[src/rtl/bias_fetch_ctrl.sv]
`default_nettype none
// ============================================================================
// Module   : bias_fetch_ctrl
// Purpose  : Bias RAM sequencer. LOAD writes per-layer bias words from the
//            loader stream. CALC walks the layers in step with NPE beats.
//            Optional protocol checking is compiled in by BIAS_FETCH_ERR_CHK_EN.
// Revision : 1.0  initial release
// ============================================================================
module bias_fetch_ctrl #(
    parameter int ADDR_WIDTH = 8,
    parameter int DATA_WIDTH = 32
) (
    input  logic                  i_clk,
    input  logic                  i_rst,
    input  logic                  i_cfg_start,
    input  logic [7:0]            i_output_layers,
    input  logic [7:0]            i_out_x_length,
    input  logic                  i_wr_vld,
    input  logic [DATA_WIDTH-1:0] i_wr_dat,
    output logic                  o_wr_rdy,
    input  logic                  i_calc_en,
    input  logic                  i_npe_dat_vld,
    output logic                  o_ram_en,
    output logic                  o_ram_we,
    output logic [ADDR_WIDTH-1:0] o_ram_addr,
    output logic [DATA_WIDTH-1:0] o_ram_wdat,
    input  logic [DATA_WIDTH-1:0] i_ram_rdat,
    output logic [DATA_WIDTH-1:0] o_bias_dat,
    output logic                  o_bias_vld,
    output logic                  o_load_done,
    output logic                  o_calc_done,
    output logic                  o_busy,
    output logic                  o_err
);

    typedef enum logic [1:0] {
        S_IDLE  = 2'd0,
        S_LOAD  = 2'd1,
        S_READY = 2'd2,
        S_CALC  = 2'd3
    } state_t;

    state_t                r_state;
    state_t                w_state_nxt;
    logic [8:0]            r_layers;
    logic [8:0]            r_xlen;
    logic [8:0]            r_wr_cnt;
    logic [8:0]            r_x_cnt;
    logic [8:0]            r_layer_cnt;
    logic                  r_rd_en;
    logic                  r_rd_pend;
    logic [ADDR_WIDTH-1:0] r_rd_addr;
    logic [DATA_WIDTH-1:0] r_bias_dat;
    logic                  r_bias_vld;
    logic                  r_load_done;
    logic                  r_calc_done;

    logic w_cfg_take;
    logic w_calc_go;
    logic w_wr_xfer;
    logic w_wr_last;
    logic w_beat;
    logic w_x_last;
    logic w_layer_last;
    logic w_calc_last;

    assign w_cfg_take   = i_cfg_start && ((r_state == S_IDLE) || (r_state == S_READY));
    assign w_calc_go    = (r_state == S_READY) && i_calc_en && !i_cfg_start;
    assign w_wr_xfer    = (r_state == S_LOAD) && i_wr_vld;
    assign w_wr_last    = w_wr_xfer && (r_wr_cnt == r_layers - 9'd1);
    assign w_beat       = (r_state == S_CALC) && i_npe_dat_vld;
    assign w_x_last     = w_beat && (r_x_cnt == r_xlen - 9'd1);
    assign w_layer_last = (r_layer_cnt == r_layers - 9'd1);
    assign w_calc_last  = w_x_last && w_layer_last;

    always_ff @(posedge i_clk) begin
        if (i_rst) begin
            r_state <= S_IDLE;
        end else begin
            r_state <= w_state_nxt;
        end
    end

    always_comb begin
        w_state_nxt = r_state;
        case (r_state)
            S_IDLE:  if (w_cfg_take)  w_state_nxt = S_LOAD;
            S_LOAD:  if (w_wr_last)   w_state_nxt = S_READY;
            S_READY: begin
                if (w_cfg_take)      w_state_nxt = S_LOAD;
                else if (w_calc_go)  w_state_nxt = S_CALC;
            end
            S_CALC:  if (w_calc_last) w_state_nxt = S_IDLE;
            default: w_state_nxt = S_IDLE;
        endcase
    end

    always_ff @(posedge i_clk) begin
        if (i_rst) begin
            r_layers    <= 9'd0;
            r_xlen      <= 9'd0;
            r_wr_cnt    <= 9'd0;
            r_x_cnt     <= 9'd0;
            r_layer_cnt <= 9'd0;
            r_rd_en     <= 1'b0;
            r_rd_pend   <= 1'b0;
            r_rd_addr   <= '0;
            r_bias_dat  <= '0;
            r_bias_vld  <= 1'b0;
            r_load_done <= 1'b0;
            r_calc_done <= 1'b0;
        end else begin
            r_load_done <= w_wr_last;
            r_calc_done <= w_calc_last;
            r_rd_pend   <= r_rd_en;
            r_rd_en     <= 1'b0;

            // 8-bit fields extend to 9 bits so that 0 encodes 256
            if (w_cfg_take) begin
                r_layers <= {(i_output_layers == 8'd0), i_output_layers};
                r_xlen   <= {(i_out_x_length == 8'd0), i_out_x_length};
                r_wr_cnt <= 9'd0;
            end
            if (w_wr_xfer) begin
                r_wr_cnt <= r_wr_cnt + 9'd1;
            end

            if (w_calc_go) begin
                r_x_cnt     <= 9'd0;
                r_layer_cnt <= 9'd0;
                r_rd_en     <= 1'b1;
                r_rd_addr   <= '0;
                r_bias_vld  <= 1'b0;
            end

            if (r_rd_pend) begin
                r_bias_dat <= i_ram_rdat;
                r_bias_vld <= 1'b1;
            end

            // A layer switch wins over landing data: that data belongs to the old layer
            if (w_beat) begin
                if (w_x_last) begin
                    r_x_cnt     <= 9'd0;
                    r_layer_cnt <= r_layer_cnt + 9'd1;
                    r_bias_vld  <= 1'b0;
                    if (!w_layer_last) begin
                        r_rd_en   <= 1'b1;
                        r_rd_addr <= ADDR_WIDTH'(r_layer_cnt + 9'd1);
                    end
                end else begin
                    r_x_cnt <= r_x_cnt + 9'd1;
                end
            end
        end
    end

    assign o_wr_rdy    = (r_state == S_LOAD);
    assign o_ram_en    = w_wr_xfer || r_rd_en;
    assign o_ram_we    = w_wr_xfer;
    assign o_ram_addr  = w_wr_xfer ? ADDR_WIDTH'(r_wr_cnt) : (r_rd_en ? r_rd_addr : '0);
    assign o_ram_wdat  = w_wr_xfer ? i_wr_dat : '0;
    assign o_bias_dat  = r_bias_dat;
    assign o_bias_vld  = r_bias_vld;
    assign o_load_done = r_load_done;
    assign o_calc_done = r_calc_done;
    assign o_busy      = (r_state != S_IDLE);

`ifdef BIAS_FETCH_ERR_CHK_EN
    logic r_err;
    logic w_err_evt;

    assign w_err_evt = (i_wr_vld && (r_state != S_LOAD))
                    || (i_npe_dat_vld && (r_state != S_CALC))
                    || (w_beat && !r_bias_vld)
                    || (i_calc_en && (r_state != S_READY));

    always_ff @(posedge i_clk) begin
        if (i_rst) begin
            r_err <= 1'b0;
        end else if (w_err_evt) begin
            r_err <= 1'b1;
        end
    end

    assign o_err = r_err;
`else
    assign o_err = 1'b0;
`endif

endmodule
`default_nettype wire

[config.mk]
export PLATFORM = sky130hd
export DESIGN_NAME = bias_fetch_ctrl
export DESIGN_NICKNAME = d
export VERILOG_FILES = /design/src/rtl/bias_fetch_ctrl.sv
export SDC_FILE = /design/constraint.sdc
export NUM_CORES = 1
export LEC_CHECK = 0
export CAP_MARGIN = 0
export CELL_PAD_IN_SITES_DETAIL_PLACEMENT = 1
export CELL_PAD_IN_SITES_GLOBAL_PLACEMENT = 1
export CORE_MARGIN = 3
export CORE_UTILIZATION = 30
export CTS_CLUSTER_SIZE = 10
export DETAILED_ROUTE_END_ITERATION = 8
export GPL_ROUTABILITY_DRIVEN = 0
export PLACE_DENSITY_LB_ADDON = 0.25
export SYNTH_ARGS = -nofsm -noshare
export SYNTH_HDL_FRONTEND = slang
export SYNTH_SLANG_ARGS = --single-unit
[constraint.sdc]
create_clock -name i_clk -period 2.5 [get_ports i_clk]
set_clock_uncertainty 0.15 [all_clocks]
set_input_delay 0.75 -clock i_clk [delete_from_list [all_inputs] [get_ports i_clk]]
set_output_delay 0.75 -clock i_clk [all_outputs]
set_load 0.005 [all_outputs]
==> results_dict.tcl, run 1 <==
set metrics [dict create \
    clk_pin_slew_worst_paths_ps 60 \
    p_leak_uw 0.00301 \
    fp.dieH_um 133 \
    initial_core_util_pct 31.3 \
    grt_pass1_wl_um 27900 \
    synthXorXnorAreaFrac_pct 8.79 \
    critical_path_class "primary input to output pin" \
    cellPowerDensity_nw_per_um2 458 \
    slew_violations 0 \
    ys_ff_latch 92 \
    nets 875 \
    fp.dieArea_sq_um 17800 \
    fin_crit_sh_pct 99.1 \
    dr_total_vias 4933 \
    rsz0062_at_grt "yes" \
    yosysWarningCount 0 \
    muxShareOfSynthArea_pct 8.12 \
    fmax_mhz 404 \
    synth_cells 591 \
    htreeDepth 3 \
    clock_sink_count 92 \
    diodes 0 \
    relSlewSlack_pct 52.2 \
    critPathArrivalTime_ps 1580 \
    finalHoldViolations 0 \
    grt_max_degree 55 \
    clock_latency_ps 360 \
    whs_ps 329 \
    num_rows 45 \
    syn_area_sq_um 4870 \
    cts_buffer_depth 2 \
    synthArstFlopShare_pct 0 \
    setup_slack_ps 22.6 \
    die_w_um 133 \
    cts_hold_buf 0 \
    synthAdderAreaFrac_pct 1.29 \
    ys_seq_area_share_pct 37.8 \
    synth_compound_area_share_pct 10.3 \
    ys_types 50 \
    drt_iter0_drc 229 \
    critPathTopFamily "buffers and inverters" \
    layout_commonest_cell "clkdlybuf4s50_1" \
    synth.top_cells.by_area "dfxtp_1 38%, mux2i_1 7.2%, nand2_1 6.2%, and3_1 5.4%, nor2_1 4.4%" \
    io_pins 166 \
    outcome "complete, no violations" \
    fin_area_sq_um 7600 \
    grt_overflow 0 \
    drt-pass1-iter-count 4 \
    core_sq_um 15500 \
    setup_viol 0 \
    start_kind "primary input" \
    drive_above_1_share_pct 22.4 \
    max_stage_delay_ps 470 \
    root_buffer "clkbuf_16" \
    maxCapViolCount 0 \
    grt_pass1_vias 5281 \
    slowest_stage "clkdlybuf4s50_1" \
    crit_required_ps 1600 \
    path_cells "clkdlybuf4s50_1 -> and3_1 -> clkdlybuf4s15_2" \
    cts_made_buffers 9 \
    min_period_ps 2480 \
    synth_area_per_cell_sq_um 8.24 \
    antenna_found_initial 0 \
    synth_top_family_by_area "simple AND/OR/NAND/NOR gates" \
    dpl-instance-area_sq_um 6970 \
    ant_nets 0 \
    cts_tree "done" \
    synth_top_cell_area_share_pct 37.8 \
    synthFlopType "dfxtp_1" \
    synthSimpleGateAreaFrac_pct 29.4 \
    cp_num_buf_inv 2 \
    hp-class "flip-flop to flip-flop" \
    syn-num-nets 682 \
    yosys.area.top_type "dfxtp_1" \
    via_per_inst 4.93 \
    synth_edf_count 0 \
    worst-path-max-fanout 1 \
    ir_worst_vdd_mv 0.347 \
    drc_errors 0 \
    io_buffers 164 \
    gr-usage-all-layers_pct 19.5 \
    end_kind "output pin" \
    wl_per_cell_um 17.9 \
    dpl.hpwl_um 13200 \
    worstMarginPinSlew_ps 710 \
    final_cell_mix "114 x clkdlybuf4s50_1, 83 x dfxtp_1, 78 x nand2_1, 56 x nor2_1, 43 x buf_4" \
    place_ws_ps -726 \
    finalPower_uw 3480 \
    synthToLayoutAreaGrowth_pct 56.2 \
    wirelength_um 17900 \
]
==> through the flow <==
stage                     setup TNS, ps  utilization (%)  std cells
after floorplan                       0                -        591
after global placement           -29240             44.8        970
after detailed placement         -30380             44.8        970
after CTS                         -1470             47.6       1000
after global routing               -334             48.9       1000
final                                 0             48.9       1000
==> Yosys cell counts, drive strengths merged, types with 5 or more instances <==
master	count
nand3	34
nor3b	7
o21ai	22
nor4	11
xnor3	5
nor3	13
a21oi	41
xor2	15
ha	5
and3	42
dfxtp	92
xnor2	21
buf	11
a31oi	5
inv	7
nand3b	5
clkbuf	30
nand2	81
mux2i	35
nor2	57
nand2b	9
==> routing by layer <==
| metal | track usage, % | vias to the layer above | routed length, um |
|---|---|---|---|
| met5 | 0 | - | 0 |
| met4 | 5.83 | 0 | 352 |
| met2 | 35.3 | 72 | 9290 |
| met3 | 4.76 | 25 | 608 |
| met1 | 22.7 | 2401 | 7600 |
| li1 | - | 2435 | - |
==> final timing paths <==
kind                startpoint  depth (start not counted)              to  slack, ps
hold reg to reg   r_rd_addr[5]                          2    r_rd_addr[5]        330
hold / removal    r_rd_addr[5]                          2    r_rd_addr[5]        330
setup / recovery  i_wr_dat[26]                          3  o_ram_wdat[26]         20
setup reg to reg   r_layers[3]                          8    r_rd_addr[7]         40
==> cell families after synthesis <==
group                    Yosys count
adder cells (fa/ha/maj)            5
buffers and inverters             48
AND/OR/NAND/NOR                  281
other                              1
multiplexers                      39
XOR/XNOR                          41
AO/OA/AOI/OAI                     84
flip-flops                        92
==> sequential cells by signal, summed over array words and instances (netlist names) <==
register	count
r_wr_cnt	9
r_rd_en	1
o_calc_done	1
r_layer_cnt	9
o_bias_vld	1
r_layers	9
r_state	2
r_rd_addr	8
r_rd_pend	1
r_x_cnt	9
o_load_done	1
o_bias_dat	32
r_xlen	9
==> report_power, final <==
| group | internal [uW] | switching, uW | total, uW |
|---|---|---|---|
| Clock | 703 | 659 | 1360 |
| Sequential | 1480 | 23.9 | 1510 |
| Combinational | 343 | 270 | 613 |
==> timing repair <==
| action | 4_1_cts | 5_1_grt |
|---|---|---|
| gates resized for setup | 152 | 81 |
| buffers inserted | 11 | 2 |
| pin swaps | 3 | 11 |
| cloned | 3 | 1 |
| setup endpoints to repair | 61 | 59 |
==> tightest hold or removal path, stage by stage, from the launching register on <==
cell and delay (ps):
dfxtp_1 310, nand3_1 60, a21oi_1 50
==> area by class of cell <==
class / instances / area, sq um
clock inverter: 7 / 66.3
sequential: 92 / 1860
tap: 211 / 264
multi-input combinational: 452 / 3070
fill: 1833 / 7940
clock buffer: 9 / 225
timing repair inverter: 1 / 7.51
timing repair buffer: 221 / 2080
inverter: 7 / 28.8
No activity file was read; power rests on OpenSTA's default activity.
==> run 2, diff against run 1 <==
SLEW_MARGIN = 20   (was unset)
==> results of run 2 <==
The final DEF is identical to that of run 1; final timing and power are the same.
==> run 3, diff against run 2 <==
CORE_UTILIZATION = 35   (was 30)
CTS_CLUSTER_SIZE = 8   (was 10)
clock period = 3.1 ns   (was 2.5 ns; I/O delays follow)
==> run 3 against run 2 <==
  * Register-to-register slack improved by 270 ps
  * Total power fell by 21%
  * Clock power fell by 17%
  * Cell area fell by 7.1%
  * Sequential share of layout area rose by 1.7 points
  * Cell count fell by 7.1%
  * Flip-flop and latch count did not move
  * Routed wire length fell by 11%
  * Sequential power fell by 20%
  * Highest routed layer unchanged
==> results_dict.tcl, run 3 (synthesis gave the netlist of run 1 again) <==
set metrics [dict create \
    drc_errors 0 \
    rsz0062_at_grt "yes" \
    dr_total_vias 4854 \
    critPathArrivalTime_ps 1990 \
    io_pins 166 \
    start_kind "primary input" \
    via_per_inst 5.22 \
    clk_pin_slew_worst_paths_ps 70 \
    largest_reg_flops 32 \
    cts_hold_buf 0 \
    wirelength_um 15900 \
    reg2reg_depth 9 \
    clock_latency_ps 350 \
    whs_ps 323 \
    slew_violations 0 \
    ir_worst_vdd_mv 0.235 \
    relSlewSlack_pct 26.0 \
    setup_viol 0 \
    min_period_ps 3070 \
    multi_input_area_sq_um 2830 \
    fin_crit_sh_pct 99.0 \
    end_kind "output pin" \
    drt_iter0_drc 183 \
    initial_core_util_pct 36.3 \
    clock_sink_count 92 \
    dpl.hpwl_um 12100 \
    hp-start "r_rd_addr[5]" \
    seq_power_share_pct 44.4 \
    grt_pass1_wl_um 24700 \
    io_buffers 164 \
    gr-usage-all-layers_pct 20.4 \
    ant_nets 0 \
    fmax_mhz 326 \
    reg2reg_slack_ps 310 \
    place_ws_ps -475 \
    nets 839 \
    max_stage_delay_ps 500 \
    worstMarginPinSlew_ps 1110 \
    comb_power_share_pct 14.6 \
    fp.dieArea_sq_um 15400 \
    p_leak_uw 0.00308 \
    setup_slack_ps 31.9 \
    synthToLayoutAreaGrowth_pct 45.1 \
    wl_per_cell_um 17.1 \
    n_fill_cell 1582 \
    slowest_stage "clkdlybuf4s50_1" \
    finalHoldViolations 0 \
    grt_max_degree 92 \
    drt-pass1-iter-count 4 \
    maxCapViolCount 0 \
    drive_above_1_share_pct 8.23 \
    diodes 0 \
    final_cell_mix "123 x clkdlybuf4s50_1, 91 x dfxtp_1, 80 x nand2_1, 57 x nor2_1, 42 x and3_1" \
    path_cells "buf_2 -> nand2_4 -> buf_6 -> nand3_1 -> nand2_1 -> clkdlybuf4s50_1" \
    cts_tree "done" \
    crit_required_ps 2020 \
    worst-path-max-fanout 5 \
    clkPwrFrac_pct 41.1 \
    cts_buffer_depth 2 \
    antenna_found_initial 0 \
    rr_endpoint "r_rd_addr[1]" \
    switchingPower_uw 693 \
    htreeDepth 3 \
    layout_commonest_cell "clkdlybuf4s50_1" \
    critical_path_class "primary input to output pin" \
    die_w_um 124 \
    finalPower_uw 2740 \
    outcome "complete, no violations" \
    cts_made_buffers 9 \
    num_rows 42 \
    grt_pass1_vias 4969 \
    cellPowerDensity_nw_per_um2 388 \
    fp.dieH_um 124 \
    swShare_pct 25.3 \
    grt_overflow 0 \
    seqCellArea_sq_um 1840 \
    p_int_uw 2050 \
    root_buffer "clkbuf_16" \
    whs_path_depth 2 \
    r2r-start "r_layers[0]" \
    hold_end "r_rd_addr[5]" \
    core_sq_um 13400 \
    hp-class "flip-flop to flip-flop" \
]
run 3: changes by cell type in the layout (fill, tap and decap cells not counted), moves of 8 or more:
cell and delta:
buf_4 -25, buf_6 -16, dlygate4sd2_1 +16, dlymetal6s2s_1 +15, and3_1 +13, and3_4 -12
buf_2 -11, clkdlybuf4s50_1 +9, dfxtp_1 +8
run 3: critical path, delay by kind of cell:
kind                   cells  cell delay [ps]
AND/OR/NAND/NOR            3              290
buffers and inverters      3              770
run 3: final cells by class:
type,count,share of cell area (%)
Multi-Input combinational cell,451,40.1
Sequential cell,92,26.1
Timing Repair Buffer,186,26.0
Clock buffer,9,3.19
Tap cell,176,3.12
Clock inverter,7,1.06
Inverter,7,0.372
Timing Repair inverter,1,0.106
run 3: routing by layer:
metal / vias up / share of wire [%] / routed length, um / global-route usage (%)
met3: 25 / 6.2 / 980 / 5.00
met4: 0 / 2.1 / 333 / 8.01
li1: 2370 / - / - / -
met2: 123 / 52 / 8290 / 37.1
met1: 2336 / 40 / 6280 / 22.7
met5: - / 0 / 0 / 0
run 3: power by group through the flow:
| stage | Combinational [uW] | Sequential (uW) | Clock (uW) |
|---|---|---|---|
| after detailed placement | 398 | 1240 | 0 |
| after global routing | 436 | 1220 | 1210 |
| final | 399 | 1210 | 1130 |
| after floorplan | 201 | 1240 | 0 |
| after CTS | 402 | 1210 | 1160 |
| after global placement | 385 | 1240 | 0 |
run 3: metrics by stage:
step	area, sq um	instances	utilization, %	TNS (ps)
after CTS	7020	929	52.4	0
after floorplan	4870	591	-	0
after global routing	7060	929	52.7	-29.1
after global placement	6700	909	50.0	-14850
after detailed placement	6700	909	50.0	-16810
final	7060	929	52.7	0
run 3: timing repair:
item,CTS,global route
pin swaps,1,3
endpoints found under the hold margin,0,0
endpoints found under the setup margin,42,18
setup buffers,2,0
resized for setup,35,18
cloned,2,0
run 3: worst max-delay path by stage:
stage                     endpoint    startpoint  cells past startpoint  slack [ps]
finish               o_ram_addr[2]      i_wr_vld                      6          30
global route         o_ram_addr[2]      i_wr_vld                      6         -30
CTS                 o_ram_wdat[11]  i_wr_dat[11]                      3         0.2
detailed placement   o_ram_addr[6]      i_wr_vld                      6        -480
global placement     o_ram_addr[3]      i_wr_vld                      6        -410
floorplan            o_ram_addr[0]      i_wr_vld                      5         430
